### src/rtl/core_mem_arbiter.sv
// rtl/core_mem_arbiter.sv - instr/data arbiter onto one shared memory port with an in-order response FIFO
// Define CORE_MEM_ARB_RR_EN for round-robin arbitration; otherwise data has fixed priority over instr.
module core_mem_arbiter #(
  parameter int ADDR_WIDTH      = 32,
  parameter int DATA_WIDTH      = 32,
  parameter int MAX_OUTSTANDING = 2
) (
  input  logic                    clk_i,
  input  logic                    rst_i,
  input  logic                    instr_req_i,
  output logic                    instr_gnt_o,
  output logic                    instr_rvalid_o,
  input  logic [ADDR_WIDTH-1:0]   instr_addr_i,
  output logic [DATA_WIDTH-1:0]   instr_rdata_o,
  input  logic                    data_req_i,
  output logic                    data_gnt_o,
  output logic                    data_rvalid_o,
  input  logic [ADDR_WIDTH-1:0]   data_addr_i,
  input  logic                    data_we_i,
  input  logic [DATA_WIDTH/8-1:0] data_be_i,
  input  logic [DATA_WIDTH-1:0]   data_wdata_i,
  output logic [DATA_WIDTH-1:0]   data_rdata_o,
  output logic                    mem_req_o,
  input  logic                    mem_gnt_i,
  input  logic                    mem_rvalid_i,
  output logic [ADDR_WIDTH-1:0]   mem_addr_o,
  output logic                    mem_we_o,
  output logic [DATA_WIDTH/8-1:0] mem_be_o,
  output logic [DATA_WIDTH-1:0]   mem_wdata_o,
  input  logic [DATA_WIDTH-1:0]   mem_rdata_i,
  output logic                    unexp_rsp_o
);

  localparam int BE_W  = DATA_WIDTH / 8;
  localparam int CNT_W = $clog2(MAX_OUTSTANDING + 1);
  localparam int PTR_W = (MAX_OUTSTANDING > 1) ? $clog2(MAX_OUTSTANDING) : 1;
  localparam logic [CNT_W-1:0] CNT_MAX  = CNT_W'(MAX_OUTSTANDING);
  localparam logic [CNT_W-1:0] CNT_ONE  = CNT_W'(1);
  localparam logic [PTR_W-1:0] PTR_LAST = PTR_W'(MAX_OUTSTANDING - 1);
  localparam logic [PTR_W-1:0] PTR_ONE  = PTR_W'(1);

  typedef enum logic {ST_ARB, ST_HOLD} state_t;

  state_t             state_q, state_d;
  logic               sel_q;        // source latched while waiting in HOLD: 0 = instr, 1 = data
  logic [CNT_W-1:0]   count_q;
  logic [PTR_W-1:0]   wr_ptr_q, rd_ptr_q;
  logic               fifo_q [MAX_OUTSTANDING];
  logic               pick, win, issue, push, pop, head;

`ifdef CORE_MEM_ARB_RR_EN
  logic prio_q;

  always_comb begin
    pick = data_req_i;
    if (instr_req_i && data_req_i) pick = prio_q;
  end
`else
  always_comb begin
    pick = data_req_i;
  end
`endif

  always_comb begin
    state_d = state_q;
    win     = sel_q;
    issue   = 1'b0;
    case (state_q)
      ST_ARB: begin
        win   = pick;
        issue = (count_q < CNT_MAX) && (instr_req_i || data_req_i);
        if (issue && !mem_gnt_i) state_d = ST_HOLD;
      end
      ST_HOLD: begin
        issue = 1'b1;
        if (mem_gnt_i) state_d = ST_ARB;
      end
      default: state_d = ST_ARB;
    endcase
    if (rst_i) issue = 1'b0;
  end

  always_comb begin
    mem_req_o   = issue;
    mem_addr_o  = '0;
    mem_we_o    = 1'b0;
    mem_be_o    = '0;
    mem_wdata_o = '0;
    if (issue) begin
      if (win) begin
        mem_addr_o  = data_addr_i;
        mem_we_o    = data_we_i;
        mem_be_o    = data_be_i;
        mem_wdata_o = data_wdata_i;
      end else begin
        mem_addr_o  = instr_addr_i;
        mem_be_o    = {BE_W{1'b1}};
      end
    end
  end

  // Responses return in grant order, so the FIFO head names the owner of each rvalid.
  assign head           = fifo_q[rd_ptr_q];
  assign push           = issue && mem_gnt_i;
  assign pop            = mem_rvalid_i && (count_q != '0) && !rst_i;
  assign instr_gnt_o    = push && !win;
  assign data_gnt_o     = push && win;
  assign instr_rvalid_o = pop && !head;
  assign data_rvalid_o  = pop && head;
  assign unexp_rsp_o    = mem_rvalid_i && (count_q == '0) && !rst_i;
  assign instr_rdata_o  = mem_rdata_i;
  assign data_rdata_o   = mem_rdata_i;

  always_ff @(posedge clk_i) begin
    if (push) fifo_q[wr_ptr_q] <= win;
  end

  always_ff @(posedge clk_i) begin
    if (rst_i) begin
      state_q  <= ST_ARB;
      sel_q    <= 1'b0;
      count_q  <= '0;
      wr_ptr_q <= '0;
      rd_ptr_q <= '0;
    end else begin
      state_q <= state_d;
      if (state_q == ST_ARB) sel_q <= win;
      if (push) wr_ptr_q <= (wr_ptr_q == PTR_LAST) ? '0 : wr_ptr_q + PTR_ONE;
      if (pop)  rd_ptr_q <= (rd_ptr_q == PTR_LAST) ? '0 : rd_ptr_q + PTR_ONE;
      if (push && !pop)      count_q <= count_q + CNT_ONE;
      else if (pop && !push) count_q <= count_q - CNT_ONE;
    end
  end

`ifdef CORE_MEM_ARB_RR_EN
  always_ff @(posedge clk_i) begin
    if (rst_i)     prio_q <= 1'b0;
    else if (push) prio_q <= !win;
  end
`endif

endmodule

### config.mk
export PLATFORM = sky130hd
export DESIGN_NAME = core_mem_arbiter
export DESIGN_NICKNAME = d
export VERILOG_FILES = /design/src/rtl/core_mem_arbiter.sv
export SDC_FILE = /design/constraint.sdc
export NUM_CORES = 1
export LEC_CHECK = 0
export CAP_MARGIN = 5
export CELL_PAD_IN_SITES_DETAIL_PLACEMENT = 1
export CELL_PAD_IN_SITES_GLOBAL_PLACEMENT = 1
export CORE_UTILIZATION = 12
export CTS_BUF_LIST = sky130_fd_sc_hd__clkbuf_16
export CTS_CLUSTER_DIAMETER = 50
export DETAILED_ROUTE_END_ITERATION = 16
export GPL_ROUTABILITY_DRIVEN = 0
export PLACE_DENSITY = 0.86
export REMOVE_ABC_BUFFERS = 1
export SLEW_MARGIN = 20
export SYNTH_ARGS = -nofsm -noshare
export SYNTH_HDL_FRONTEND = slang
export SYNTH_SLANG_ARGS = --single-unit
### constraint.sdc
create_clock -name clk_i -period 2.7 [get_ports clk_i]
set_input_delay 0.54 -clock clk_i [delete_from_list [all_inputs] [get_ports clk_i]]
set_output_delay 0.54 -clock clk_i [all_outputs]
set_load 0.05 [all_outputs]
Word level (Yosys, flattened, before mapping)
Memory sizes are Yosys's and may differ from the RTL's. A register that Yosys moved wholly into a read port is not among the register bits.
Cells that the tools add are included.
{"block": "op_classes", "addsub": 4, "magnitude_cmp": 1, "muxes": 22, "bitwise": 1, "reduce_logical": 23}
{"op": "$mux 32", "count": 4}
{"op": "$logic_and 1x1->1", "count": 13}
{"op": "$mux 1", "count": 12}
{"op": "$mux 4", "count": 2}
{"op": "$logic_not 1->1", "count": 6}
{"op": "$mux 2", "count": 2}
{"op": "$pmux 1 s2", "count": 2}
{"op": "$reduce_bool 2->1", "count": 2}
{"op": "$add 1x1->1 const B", "count": 2}
{"op": "$add 2x1->2 const B", "count": 1}
{"op": "$logic_not 2->1", "count": 1}
{"op": "$lt 2x2->1 const B", "count": 1}
{"op": "$sub 2x1->2 const B", "count": 1}
{"op": "$logic_or 1x1->1", "count": 1}
{"op": "$not 1->1", "count": 1}
{"block": "totals", "regBits": 6, "mem_bits_rw": 2, "input_bits": 139, "out_inout_bits": 139, "mem_count": 1}
{"name": "fifo_q", "depth": 2, "word_bits": 1, "rd": 1, "rd_ports_with_merged_regs": 1, "wr": 1, "line_no": "48", "text": "logic fifo_q [MAX_OUTSTANDING];"}

Depth between registers and ports, before layout
Gate-level depths: netlist of the first run.
{"block": "depth", "ltp_word": 9, "mapped_depth": 8}

Least setup slack after synthesis of the first run
No wires, ideal clock.
{"block": "synth_timing", "path_kind": "input port to output port", "start": "input port rst_i", "end": "output port data_gnt_o", "arrival_ns": 2.076, "required_ns": 2.160, "slack_ns": 0.084, "path_stages": 3, "n_path_buf": 1, "cell_sequence": "clkbuf_1 -> o21bai_2 -> nor3_1"}
{"block": "synth_between", "elab_chain_cells": 3}
{"element": "start, declared", "line_no": "9", "text": "input logic rst_i,"}
{"element": "$mux 1", "line_no": "80", "text": "if (rst_i) issue = 1'b0;"}
{"element": "$logic_and 1x1->1", "line_no": "104", "text": "assign push = issue && mem_gnt_i;"}
{"element": "$logic_and 1x1->1", "line_no": "107", "text": "assign data_gnt_o = push && win;"}
{"element": "end, declared", "line_no": "16", "text": "output logic data_gnt_o,"}
No other way between the ends.

Final worst setup path of the first run
{"block": "layout_timing", "start": "input port data_req_i", "end": "output port mem_wdata_o[22]"}
{"block": "layout_between", "elab_chain_cells": 5, "elab_cells_between_ends": 7, "cone_classes": "5 x mux; 2 x reduce/logical"}
{"element": "start, declared", "line_no": "15", "text": "input logic data_req_i,"}
{"element": "$logic_or 1x1->1", "line_no": "71", "text": "issue = (count_q < CNT_MAX) && (instr_req_i || data_req_i);"}
{"element": "$logic_and 1x1->1", "line_no": "71"}
{"element": "$pmux 1 s2", "line_no": "68", "text": "case (state_q)"}
{"element": "$mux 1", "line_no": "80"}
{"element": "$mux 32 *", "line_no": "89", "text": "if (issue) begin"}
{"element": "end, declared", "line_no": "29", "text": "output logic [DATA_WIDTH-1:0] mem_wdata_o,"}
Mark *: on every way between the ends. The rest lies on a longest branch, timed or not.

==> qor.yml, run 1 <==
yosys:
  yosysWarnings: 0
  ys_top_cells_by_area: "buf_4, nand2_1, and2_1"
  ys_seq_area_share_pct: 12.1
  syn_inst: 263
  yosysMostFrequentCell: "buf_4"
  yosys_register_bits: 9
  synthTopCellsByCount: "buf_4, nand2_1, a21oi_1"
  avgSynthCellArea_um2: 6.31
  synth-async-reset-ratio_pct: 0
  yosysTopAreaCell: "buf_4"
  synth_edf_count: 2
  syn_area_um2: 1660
  yosysUniqueCellTypes: 27
  synth_ff_type: "dfxtp_1"
  synth_top_area_share_pct: 30.3
timing:
  timing.final.ws_setup_ns: 0.154
  fin_crit_sh_pct: 94.3
  finalWorstPathRequiredPeriod_ns: 2.55
  setup_viol: 0
  skew_ns: 0.000572
  rsz0062_at_grt: "false"
  hold_violations: 0
  fmax_ghz: 0.393
  fin_hold_ws_ns: 0.529
  report.final.slew_viol_count: 0
  tightest_slew_ns: 0.345
  slew_headroom_pct: 76.8
routing:
  wl_um: 10900
  vias: 2217
  wire_per_inst_um: 19.6
  drt-pass1-iter-count: 4
  drt_iter0_markers: 96
  viasPerCell: 3.97
  antenna_left: 0
  post-route-drc-count: 0
grt:
  track_usage_pct: 14.6
  grt_pass1_wl_um: 15500
  grt_pass1_vias: 2502
  grt_max_degree: 27
  antenna_found_initial: 0
  overflow: 0
worst_hold_path:
  hp-start: "rd_ptr_q"
  hold_depth: 2
  min_path_type: "reg -> reg"
floorplan:
  core-area_um2: 13300
  rows: 42
  pin_count: 278
  die_y_um: 120
  die_area_um2: 14300
  die_x_um: 120
  initial_core_util_pct: 12.4
worst_setup_path:
  cp_max_fo: 16
  reg2reg_depth: 7
  setup.worst_path.class: "in -> out"
  rr_endpoint: "count_q[1]"
  start_kind: "primary input"
  ff2ff_setup_slack_ns: 0.58
  critPathRequiredTime_ns: 2.16
  crit_path_start: "data_req_i"
  end_kind: "output port"
  r2r_start: "count_q[1]"
  worstPathArrival_ns: 2.01
run:
  cap_violations: 0
pwr:
  ir_drop_v: 0.000252
  finalPower_mw: 1.57
  p_leak_nw: 1.66
  p_per_area_nw_per_um2: 379
placement:
  io_buffers: 181
  dp_slack_ns: -0.122
  hpwlAfterDp_um: 9560
cts:
  cts_tree: "yes"
  cts_buffer_depth: 2
  path_clk_slew_ns: 0.04
  clock_latency_ns: 0.24
  clock_sinks: 9
  cts_buffers: 3
  cts-htree-levels: 1
  clock-root-buffer: "clkbuf_16"
finish:
  num_antenna_cells: 0
  final_core_util_pct: 31.2
  fin_nets: 524
  fillCellCount: 1546
  synthToLayoutAreaGrowth_pct: 151
  drive_gt1_share_pct: 27.9
run_status:
  outcome: "completed"
-- placed cells by master (no fill, tap or decap), types with 3 or more instances in the layout --
cell,netlist,routed
clkdlybuf4s50_1,0,105
a21oi_2,0,4
nor2_1,15,15
a21oi_1,35,31
and2_1,33,29
clkbuf_16,0,3
nor3_1,4,4
dfxtp_1,7,7
buf_12,0,78
nand2_1,66,66
buf_4,67,8
and2_4,0,4
inv_1,2,3
-- final cells by class --
cell class | count | area [um^2] | area share (%)
well taps | 176 | 220 | 5.29
inverters | 3 | 11.3 | 0.271
repair buffers | 195 | 2740 | 65.8
flip-flops and latches | 9 | 200 | 4.81
clock inverters | 1 | 3.75 | 0.0902
multi-input cells | 172 | 913 | 22.0
clock buffers | 3 | 75.1 | 1.80
-- power by group --
part	internal, mW	total [mW]	switching (mW)
Combinational	0.570	1.15	0.575
Clock	0.194	0.261	0.0669
Sequential	0.153	0.169	0.0157
Total	0.917	1.57	0.657
-- through the flow --
stage / setup TNS [ns] / area, um^2 / instances
final: 0 / 4160 / 559
after global routing: 0 / 4160 / 559
after CTS: 0 / 4160 / 559
after detailed placement: -0.752 / 4000 / 552
after global placement: -0.0779 / 4000 / 552
after floorplan: -33.16 / 1080 / 184
-- cell families after synthesis --
group	after synthesis	share of synthesized area [%]
buf+inv	82	35.6
compound gates	42	14.4
fa+ha+maj	1	0.754
simple gates	125	34.9
flops	9	12.1
mux	2	1.21
xor+xnor	2	1.06
-- per-layer routing --
layer,global-route usage (%),part of all wire [%],vias up
met5,2.57,0,-
met4,1.56,0.70,0
met3,11.6,17,8
met2,22.8,45,194
met1,15.5,37,1010
li1,-,-,1005
-- repair_timing --
action,in CTS,in global routing
resized for setup,11,0
hold buffers,0,0
setup buffers,2,0
setup endpoints to repair,70,0
-- worst max-delay path by stage --
stage                                  to  slack (ns)  cells after the start
after global placement     mem_addr_o[24]       -0.04                      7
final                     mem_wdata_o[22]        0.15                      6
after floorplan               instr_gnt_o       -1.59                      3
after CTS                 mem_wdata_o[20]        0.15                      6
after global routing       mem_addr_o[11]        0.09                      7
after detailed placement   mem_addr_o[24]       -0.12                      7
-- worst max-delay path: stages --
cell,delay (ns)
dlygate4sd2_1,0.26
or3b_4,0.42
a21oi_4,0.16
bufbuf_16,0.30
and2_1,0.18
buf_12,0.15
Power figures use the tool's default switching activity.
==> run 2, diff against run 1 <==
- CORE_AREA: default -> 2 2 108 110
- CORE_UTILIZATION: 12 -> default
- DIE_AREA: default -> 0 0 110 112
- DONT_BUFFER_PORTS: default -> 1
- PLACE_DENSITY: 0.86 -> 0.44
==> run 2 against run 1 <==
First-iteration DRC count up 20%. Clock-buffer cell count is the same. Non-clock buffer count shrank 117. Design area decreased by 53%. Die area shrank 14%. Sequential share of layout area up 5.4 points. Sequential power barely moved. Wire length is 17% lower. Utilization down 14 points. Via count shrank 18%. Combinational power shrank 42%. Critical endpoint is now mem_addr_o[21].
==> qor.yml, run 2 (synthesis gave the netlist of run 1 again) <==
timing:
  finalWorstPathRequiredPeriod_ns: 2.50
  fin_crit_sh_pct: 92.6
  skew_ns: 0.00228
  timing.final.ws_setup_ns: 0.199
  report.final.slew_viol_count: 0
  rsz0062_at_grt: "false"
  fmax_ghz: 0.400
  slew_headroom_pct: 57.6
  hold_violations: 0
  tightest_slew_ns: 0.636
  setup_viol: 0
placement:
  hpwlAfterDp_um: 7700
  io_buffers: 0
  dp_slack_ns: 0.257
worst_setup_path:
  setup.worst_path.class: "reg -> out"
  worstPathArrival_ns: 1.96
  start_kind: "register"
  r2r_start: "count_q[1]"
  critPathRequiredTime_ns: 2.16
  cp_max_fo: 35
  end_kind: "output port"
  crit_path_start: "state_q"
routing:
  wl_met2_um: 3890
  wl_met1_um: 3140
  post-route-drc-count: 0
  drt-pass1-iter-count: 4
  wl_um: 9020
  drt_iter0_markers: 115
  viasPerCell: 4.45
  vias: 1829
  wl_met3_um: 1920
  wire_per_inst_um: 22.0
  maxUsedRoutingLayer: "met5"
  antenna_left: 0
floorplan:
  initial_core_util_pct: 14.8
  rows: 39
  pin_count: 278
  die_x_um: 110
  core-area_um2: 11200
  die_area_um2: 12300
  die_y_um: 112
grt:
  grt_pass1_vias: 1733
  grt_pass1_wl_um: 11400
  antenna_found_initial: 2
  track_usage_pct: 13.1
  grt_max_degree: 36
  overflow: 0
cts:
  path_clk_slew_ns: 0.04
  cts_buffers: 3
  cts_buffer_depth: 2
  cts-htree-levels: 1
  hold_buffers: 0
  cts_tree: "yes"
  clock_latency_ns: 0.23
  clock-root-buffer: "clkbuf_16"
  cts_setup_buffers: 0
  clock_sinks: 9
  cts_resized: 0
run_status:
  outcome: "completed"
worst_hold_path:
  min_path_type: "in -> reg"
  hp-start: "mem_gnt_i"
run:
  cap_violations: 0
finish:
  final_common_cell: "buf_4"
  drive_gt1_share_pct: 33.7
  mostFrequentLayoutCells: "buf_4, nand2_1, a21oi_1"
  fin_nets: 408
  synthToLayoutAreaGrowth_pct: 18.6
pwr:
  p_leak_nw: 0.923
  p_per_area_nw_per_um2: 557
  finalPower_mw: 1.10
  ir_drop_v: 0.000278
## run 2: final cells by class
class	count	area, um^2
fill	1383	9210
multi-input combinational	173	897
timing repair buffer	78	598
sequential	9	200
tap	143	179
clock buffer	3	75.1
inverter	3	11.3
clock inverter	1	5.00
antenna	1	2.50
## run 2: path summary, 6_finish.rpt
kind / to / slack [ns] / cells past startpoint
hold / removal: state_q / 0.37 / 1
setup reg to reg: count_q[1] / 0.71 / 6
setup / recovery: mem_addr_o[21] / 0.20 / 5
hold reg to reg: wr_ptr_q / 0.51 / 2
## run 2: stage by stage
step | setup TNS [ns] | hold slack, ns | std cells | util (%) | instance area (um^2)
3_3_place_gp | 0 | 0.492 | 405 | 16.8 | 1880
3_5_place_dp | 0 | 0.509 | 405 | 16.8 | 1880
6_report | 0 | 0.374 | 411 | 17.6 | 1970
4_1_cts | 0 | 0.367 | 409 | 17.5 | 1960
2_1_floorplan | -33.16 | 0.474 | 184 | - | 1080
5_1_grt | 0 | 0.369 | 410 | 17.6 | 1970
## run 2: worst max-delay path, stage by stage, from the launching register on
cell,delay (ns)
dfxtp_1,0.52
mux2i_4,0.14
inv_2,0.49
nand2_1,0.12
a21oi_1,0.21
buf_4,0.23
## run 2: metal layers
layer,vias to the layer above,global-route usage [%]
met3,8,10.7
met2,231,19.8
met4,2,0.675
met1,814,14.8
met5,-,4.20
li1,774,-
## run 2: power breakdown
part	internal (mW)	switching (mW)	total, mW
sequential	0.153	0.0161	0.169
combinational	0.193	0.474	0.667
clock	0.195	0.0654	0.261
